<file path="config.mk">
export PLATFORM = sky130hd
export DESIGN_NAME = adc_sample_averager
export DESIGN_NICKNAME = d
export VERILOG_FILES = /design/src/rtl/adc_sample_averager.sv
export SDC_FILE = /design/constraint.sdc
export NUM_CORES = 1
export LEC_CHECK = 0
export CAP_MARGIN = 10
export CORE_MARGIN = 5
export CORE_UTILIZATION = 50
export DETAILED_ROUTE_END_ITERATION = 16
export PLACE_DENSITY = 0.87
export SYNTH_ARGS = -nofsm -noshare
export SYNTH_HDL_FRONTEND = slang
export SYNTH_SLANG_ARGS = --single-unit
</file>
<file path="constraint.sdc">
create_clock -name Clk_i -period 4.25 [get_ports Clk_i]
set_clock_uncertainty 0.15 [all_clocks]
set_input_delay 1.275 -clock Clk_i [delete_from_list [all_inputs] [get_ports Clk_i]]
set_output_delay 1.275 -clock Clk_i [all_outputs]
set_load 0.01 [all_outputs]
</file>
<file path="src/rtl/adc_sample_averager.sv">
// Boxcar averager for single-cycle-valid ADC samples.
// Emits one truncated mean per 2**LOG2_AVG samples of one channel.
module adc_sample_averager #(
    parameter int DATA_W   = 12,
    parameter int LOG2_AVG = 3
) (
    input  logic              Clk_i,
    input  logic              Reset_i,
    input  logic              Temp_LDR_i,
    input  logic              Data_Available_i,
    input  logic [DATA_W-1:0] Data_i,
    output logic              Data_Available_o,
    output logic [DATA_W-1:0] Data_o,
    output logic              Channel_o,
    output logic [LOG2_AVG:0] Fill_o
);

    localparam int ACC_W  = DATA_W + LOG2_AVG;
    localparam int FILL_W = LOG2_AVG + 1;
    localparam logic [FILL_W-1:0] LAST_FILL =
        FILL_W'((1 << LOG2_AVG) - 1);

    logic              ch_q;
    logic [ACC_W-1:0]  acc_q;
    logic [ACC_W-1:0]  acc_sum;
    logic [FILL_W-1:0] fill_q;
    logic              chg;
    logic              accept;
    logic              last;
    logic [DATA_W-1:0] data_q;
    logic              chan_q;
    logic              dav_q;

    // Change detection, sample qualification and running sum.
    always_comb begin
        chg     = (Temp_LDR_i != ch_q);
        accept  = Data_Available_i && !chg;
        last    = (fill_q == LAST_FILL);
        acc_sum = acc_q + ACC_W'(Data_i);
    end

    // Channel register follows the select every cycle.
    always_ff @(posedge Clk_i) begin
        if (Reset_i) begin
            ch_q <= 1'b0;
        end else begin
            ch_q <= Temp_LDR_i;
        end
    end

    // Window accumulator: cleared on reset, channel change or window end.
    always_ff @(posedge Clk_i) begin
        if (Reset_i || chg || (accept && last)) begin
            acc_q  <= '0;
            fill_q <= '0;
        end else if (accept) begin
            acc_q  <= acc_sum;
            fill_q <= fill_q + FILL_W'(1);
        end
    end

    // Result register: loads the mean and pulses valid at window end.
    always_ff @(posedge Clk_i) begin
        if (Reset_i) begin
            data_q <= '0;
            chan_q <= 1'b0;
            dav_q  <= 1'b0;
        end else begin
            dav_q <= 1'b0;
            if (accept && last) begin
                data_q <= acc_sum[ACC_W-1:LOG2_AVG];
                chan_q <= ch_q;
                dav_q  <= 1'b1;
            end
        end
    end

    assign Data_Available_o = dav_q;
    assign Data_o           = data_q;
    assign Channel_o        = chan_q;
    assign Fill_o           = fill_q;

endmodule

</file>
==> flow_summary.toml, run 1 <==
[sta]
setup_tns_ns = 0
max-slew-margin-rel = 0.692
setup_viol = 0
rsz0062_at_grt = "no"
period_share = 0.838
hold_viol = 0
period_minus_slack_ns = 3.56
max_freq_ghz = 0.281
slew_viol_final = 0
worstMarginPinSlew_ns = 0.461

[grt]
grt_pass1_wl_um = 7090
grt_antenna_before_repair = 0
grt_max_degree = 20
grt.overflow.total = 0
first_global_vias = 1588
grtUsageTotal = 0.173

[worst_setup_path]
ff2ff_path_depth = 8
path_cells = "clkdlybuf4s50_1 -> ha_1 -> fa_1 -> a21o_1 -> a221oi_2 -> o221a_4 -> xnor2_1 -> nand2_1 -> a21oi_1"
crit_buf_inv = 1
crit_path_end_kind = "register"
start_kind = "input port"
crit_family = "compound AO/OA/AOI/OAI gates"
cp.depth = 9
r2r_slack_ns = 1.81
crit_fanout = 5
max_stage_delay_ns = 0.42
crit_type = "in2reg"
cp.required_ns = 4.31
slowest_stage = "fa_1"
crit_arrival_ns = 3.63

[yosys]
syn_area_sq_mm = 0.00187
synth_area_per_cell_sq_um = 8.34
syn_nets = 254
synth_edf_count = 0
yosysSeqAreaShare = 0.364
synth.distinct_cells = 42
syn_inst = 224
netlist.area_leader.share = 0.364
synth_seq_cells = 34
netlist.top_cell.by_area = "dfxtp_1"
async_reset_ff_frac = 0
yosysWarnings = 0
synth_area_leaders = "dfxtp_1, nand2_1, ha_1, a21oi_1, xnor2_1"
synth-main-ff-cell = "dfxtp_1"

[drt]
final_antenna_net_count = 0
vias_per_cell = 5.47
vias = 1673
first_pass_iters = 4
wire_per_inst_um = 13.2
routed_wirelength_um = 4050
drtIter0Drc = 94
drcViolationCount = 0

[power]
p_clk_frac = 0.336
vdd_ir_drop_max_uv = 137
switching_share = 0.253
power.net_switching_uw = 162
pwr-share-seq = 0.513
p_per_area_mw_per_mm2 = 275
internal_power_uw = 477
power_leakage_uw = 0.000903
power_frac_comb = 0.152

[cts]
cts_hold_buf = 0
cts_resized = 0
cts_setup_buffers = 0
clock-sinks = 34
cts_buffer_depth = 2
h-tree-depth = 2
clk_latency_ns = 0.28
root_buffer = "clkbuf_8"
cts_tree = "yes"
cts_buffers = 5
clkTransAtPathRegs_ns = 0.07

[place]
io_buffers = 33
dpl.hpwl_um = 3070
place_congestion = 0.908
placed_cells = 299

[die]
ios = 34
rows = 22
die_area_sq_mm = 0.00506
initial_utilization = 0.514
chipHeight_um = 71.1
die_w_um = 71.1
core_area_sq_mm = 0.00363

[finish]
finalNetCount = 288
drive_above_1_share = 0.0581
multi_input_area_sq_mm = 0.00114
regArea_sq_um = 681
num_antenna_cells = 0
utilization = 0.639
fillers = 313
fin_cells = 306
syn2layout_area_growth_pct = 24.4

[worst_hold_path]
min_path_type = "reg2reg"
hold_path_depth = 2

[run]
cap_violations = 0

[outcome]
status = "finished, final reports clean"
## path summary, 6_finish.rpt
path	start	to
max	Data_i[0]	Data_o[9]
min	Channel_o	Channel_o
max reg2reg	acc_q[0]	Data_o[9]
min reg2reg	Channel_o	Channel_o
## Yosys cell counts (3+ instances only)
cell type	instances
o21ai_0	6
nor2_1	12
ha_1	13
xor2_1	7
nand2b_1	5
clkbuf_1	7
nor3_1	3
a21oi_1	26
a21o_1	5
a22o_1	3
nand3b_1	3
nand3_1	3
and2_1	3
nand2_1	49
nor2b_1	4
xnor2_1	9
dfxtp_1	34
## registers in the layout, indices dropped and copies added, names as in the netlist
| signal | cells |
|---|---|
| acc_q | 15 |
| Data_Available_o | 1 |
| ch_q | 1 |
| Data_o | 12 |
| Fill_o | 4 |
| Channel_o | 1 |
## per-stage QoR
stage                     instance area [sq um]  hold WS [ns]  power (uW)  setup WS [ns]
after CTS                                  2320         0.305         645          0.705
after global placement                     2240         0.293         428          0.467
final                                      2320         0.303         639          0.688
after floorplan                            1870         0.290         399           1.04
after detailed placement                   2240         0.296         431          0.416
after global routing                       2320         0.329         669          0.532
## cells in the final DEF (no fill, tap or decap), types with 2 or more instances in the layout
master           netlist  routed
xnor2_1                9       9
a21o_1                 5       5
and2_1                 3       3
xor2_1                 7       7
nand2b_1               5       5
o21ai_0                6       6
a22o_1                 3       3
buf_4                  0       3
inv_1                  2       2
and3_1                 2       2
ha_1                  13      13
nand3b_1               3       3
clkdlybuf4s50_1        0      33
nor3_1                 3       3
nand3_1                3       3
nand4b_1               2       2
dfxtp_1               34      34
o21ai_1                2       2
nor2_1                12      12
a21oi_1               26      26
nand4_1                2       2
nor2b_1                4       4
clkinv_2               0       2
clkbuf_8               0       5
nand2_1               49      49
mux2i_1                2       2
## logic make-up (layout without fill, tap and decap cells)
family / count (synthesis) / count (layout) / synth area share
simple gates: 92 / 92 / 0.232
fa+ha+maj: 14 / 14 / 0.0978
compound gates: 55 / 55 / 0.196
xor+xnor: 16 / 16 / 0.0750
mux: 2 / 2 / 0.0107
flops: 34 / 34 / 0.364
buf+inv: 11 / 45 / 0.0234
## layout make-up
type                       instances  area share
clock buffer                       5      0.0296
clock inverter                     2     0.00431
inverter                           2     0.00323
multi-input combinational        179       0.492
sequential                        34       0.293
tap                               48      0.0258
timing repair buffer              36       0.152
## worst reg2reg max path: cells and delay by family (launching register included)
| family | cells | cell delay (ns) |
|---|---|---|
| AOI/OAI and AO/OA | 4 | 1.10 |
| adders and majority gates | 2 | 0.63 |
| DFF | 1 | 0.31 |
| xor gates and xnor gates | 1 | 0.12 |
| and+or+nand+nor | 1 | 0.07 |
## power by group through the flow
stage	combinational (uW)	sequential [uW]	clock (uW)
finish	97.0	328	215
CTS	96.6	328	221
floorplan	64.8	334	0
global placement	93.7	335	0
detailed placement	95.8	335	0
global route	107	328	234
## routing by layer
layer  track usage  part of all wire
met1         0.227              0.47
met5             0                 0
met4        0.0731            0.0084
met2         0.265              0.45
met3        0.0483             0.072
Note: power is estimated with default switching activity, not from simulation.
==> run 2: changes to the inputs <==
- CORE_UTILIZATION: 50 -> 47
- PLACE_DENSITY: 0.87 -> 0.86
- clock period: 4.25 -> 3.2 ns (I/O delays scaled with it)
==> run 2 against run 1 <==
  * First-iteration DRC count decreased by 8.5%
  * Sequential cell count stayed put
  * Via count up 2.3%
  * Critical path type unchanged
  * Final cell count grew 5.9%
  * Highest routed layer unchanged
  * Non-clock buffer count up 15
  * Die area grew 5.5%
  * Critical path depth rose by 1
  * Hold slack improved by 0.0017 ns
==> flow_summary.toml, run 2 (synthesis gave the netlist of run 1 again) <==
[cts]
cts_buffer_depth = 2
clk_latency_ns = 0.29
clock-sinks = 34
clkTransAtPathRegs_ns = 0.07
cts_buffers = 5
cts_tree = "yes"
cts_resized = 0
root_buffer = "clkbuf_8"
h-tree-depth = 2

[sta]
hold_ws_ns = 0.305
max-slew-margin-rel = 0.719
period_minus_slack_ns = 3.05
setup_slack_ns = 0.147
setup_viol = 0
hold_viol = 0
rsz0062_at_grt = "no"
worstMarginPinSlew_ns = 0.418
period_share = 0.954
slew_viol_final = 0
max_freq_ghz = 0.328

[drt]
drtIter0Drc = 86
routed_wirelength_um = 4280
first_pass_iters = 4
wire_per_inst_um = 13.2
drcViolationCount = 0
vias_per_cell = 5.28
vias = 1712
final_antenna_net_count = 0

[finish]
num_antenna_cells = 0
finalNetCount = 303
largest_reg_flops = 15
fillers = 352
regMostFlops = "acc_q"
syn2layout_area_growth_pct = 31.2
drive_above_1_share = 0.109
final_common_cell = "nand2_1"
utilization = 0.626
final_cell_mix = "nand2_1, dfxtp_1, clkdlybuf4s50_1"

[die]
die_w_um = 73.0
die_area_sq_mm = 0.00534
initial_utilization = 0.477
core_area_sq_mm = 0.00391
ios = 34
rows = 23
chipHeight_um = 73.0

[worst_setup_path]
crit_arrival_ns = 3.13
path_cells = "clkdlybuf4s50_1 -> ha_1 -> fa_1 -> a21o_1 -> a221oi_2 -> buf_4 -> o221a_4 -> xnor2_1 -> nand2_1 -> a21oi_1"
max_stage_delay_ns = 0.40
crit_family = "compound AO/OA/AOI/OAI gates"
start_kind = "input port"
crit_path_end_kind = "register"
crit_buf_inv = 2
cp.required_ns = 3.27
worst_r2r_startpoint = "acc_q[0]"
crit_fanout = 5
slowest_stage = "clkdlybuf4s50_1"
crit_type = "in2reg"
critPathLaunch = "Data_i[0]"

[power]
power_leakage_uw = 0.000981
finalPower_uw = 905
vdd_ir_drop_max_uv = 217
p_per_area_mw_per_mm2 = 369

[outcome]
status = "finished, final reports clean"

[worst_hold_path]
min-delay-start = "Data_o[1]"
min_path_type = "reg2reg"

[grt]
grt_antenna_before_repair = 0
grt_pass1_wl_um = 7410
grtUsageTotal = 0.181
first_global_vias = 1682
grt.overflow.total = 0
grt_max_degree = 20

[place]
place_congestion = 0.908
pre_cts_ws_ns = -0.147
io_buffers = 33
dpl.hpwl_um = 3280

[run]
cap_violations = 0
-- run 2: changes by cell type in the layout (fill, tap and decap cells not counted), sizes merged --
cell    previous run  this run
clkbuf             5         7
buf                3        18
clkinv             2         1
-- run 2: worst paths after layout --
kind	end	slack [ns]	cells after the start
setup / recovery	Data_o[9]	0.15	10
hold / removal	Data_o[1]	0.31	2
setup reg to reg	Data_o[9]	0.94	9
hold reg to reg	Data_o[1]	0.31	2
-- run 2: per-stage QoR --
step	area (sq um)	cells	setup TNS, ns
4_1_cts	2440	323	0
6_report	2450	324	0
2_1_floorplan	1870	224	0
3_3_place_gp	2350	315	-0.808
3_5_place_dp	2350	315	-0.990
5_1_grt	2450	324	0
-- run 2: power by group --
part           internal (uW)  switching [uW]  total, uW
sequential               430            5.03        435
clock                    173             151        325
combinational           70.4            74.8        145
total                    674             231        905
-- run 2: cell type report --
cell class              count  area [sq um]  share of cell area
clock buffers               7          86.3              0.0352
clock inverters             1          5.00             0.00204
inverters                   2          7.51             0.00306
multi-input cells         179          1140               0.467
flip-flops and latches     34           681               0.278
well taps                  50          62.6              0.0255
repair buffers             51           465               0.190
-- run 2: metal layers --
metal	global-route usage	up-vias	wire length [um]
met4	0.0861	0	107
met1	0.228	773	1910
met5	0	-	0
li1	-	875	-
met3	0.0482	9	287
met2	0.285	55	1980
-- run 2: timing repair --
action                     CTS  global route
hold buffers                 0             0
setup endpoints to repair    0             1
buffers inserted             0             1
hold endpoints to repair     0             0
-- run 2: worst min-delay path, delay by kind of cell, from the launching register on --
family / cells / cell delay, ns
AOI/OAI and AO/OA: 1 / 0.05
DFF: 1 / 0.31
and+or+nand+nor: 1 / 0.05
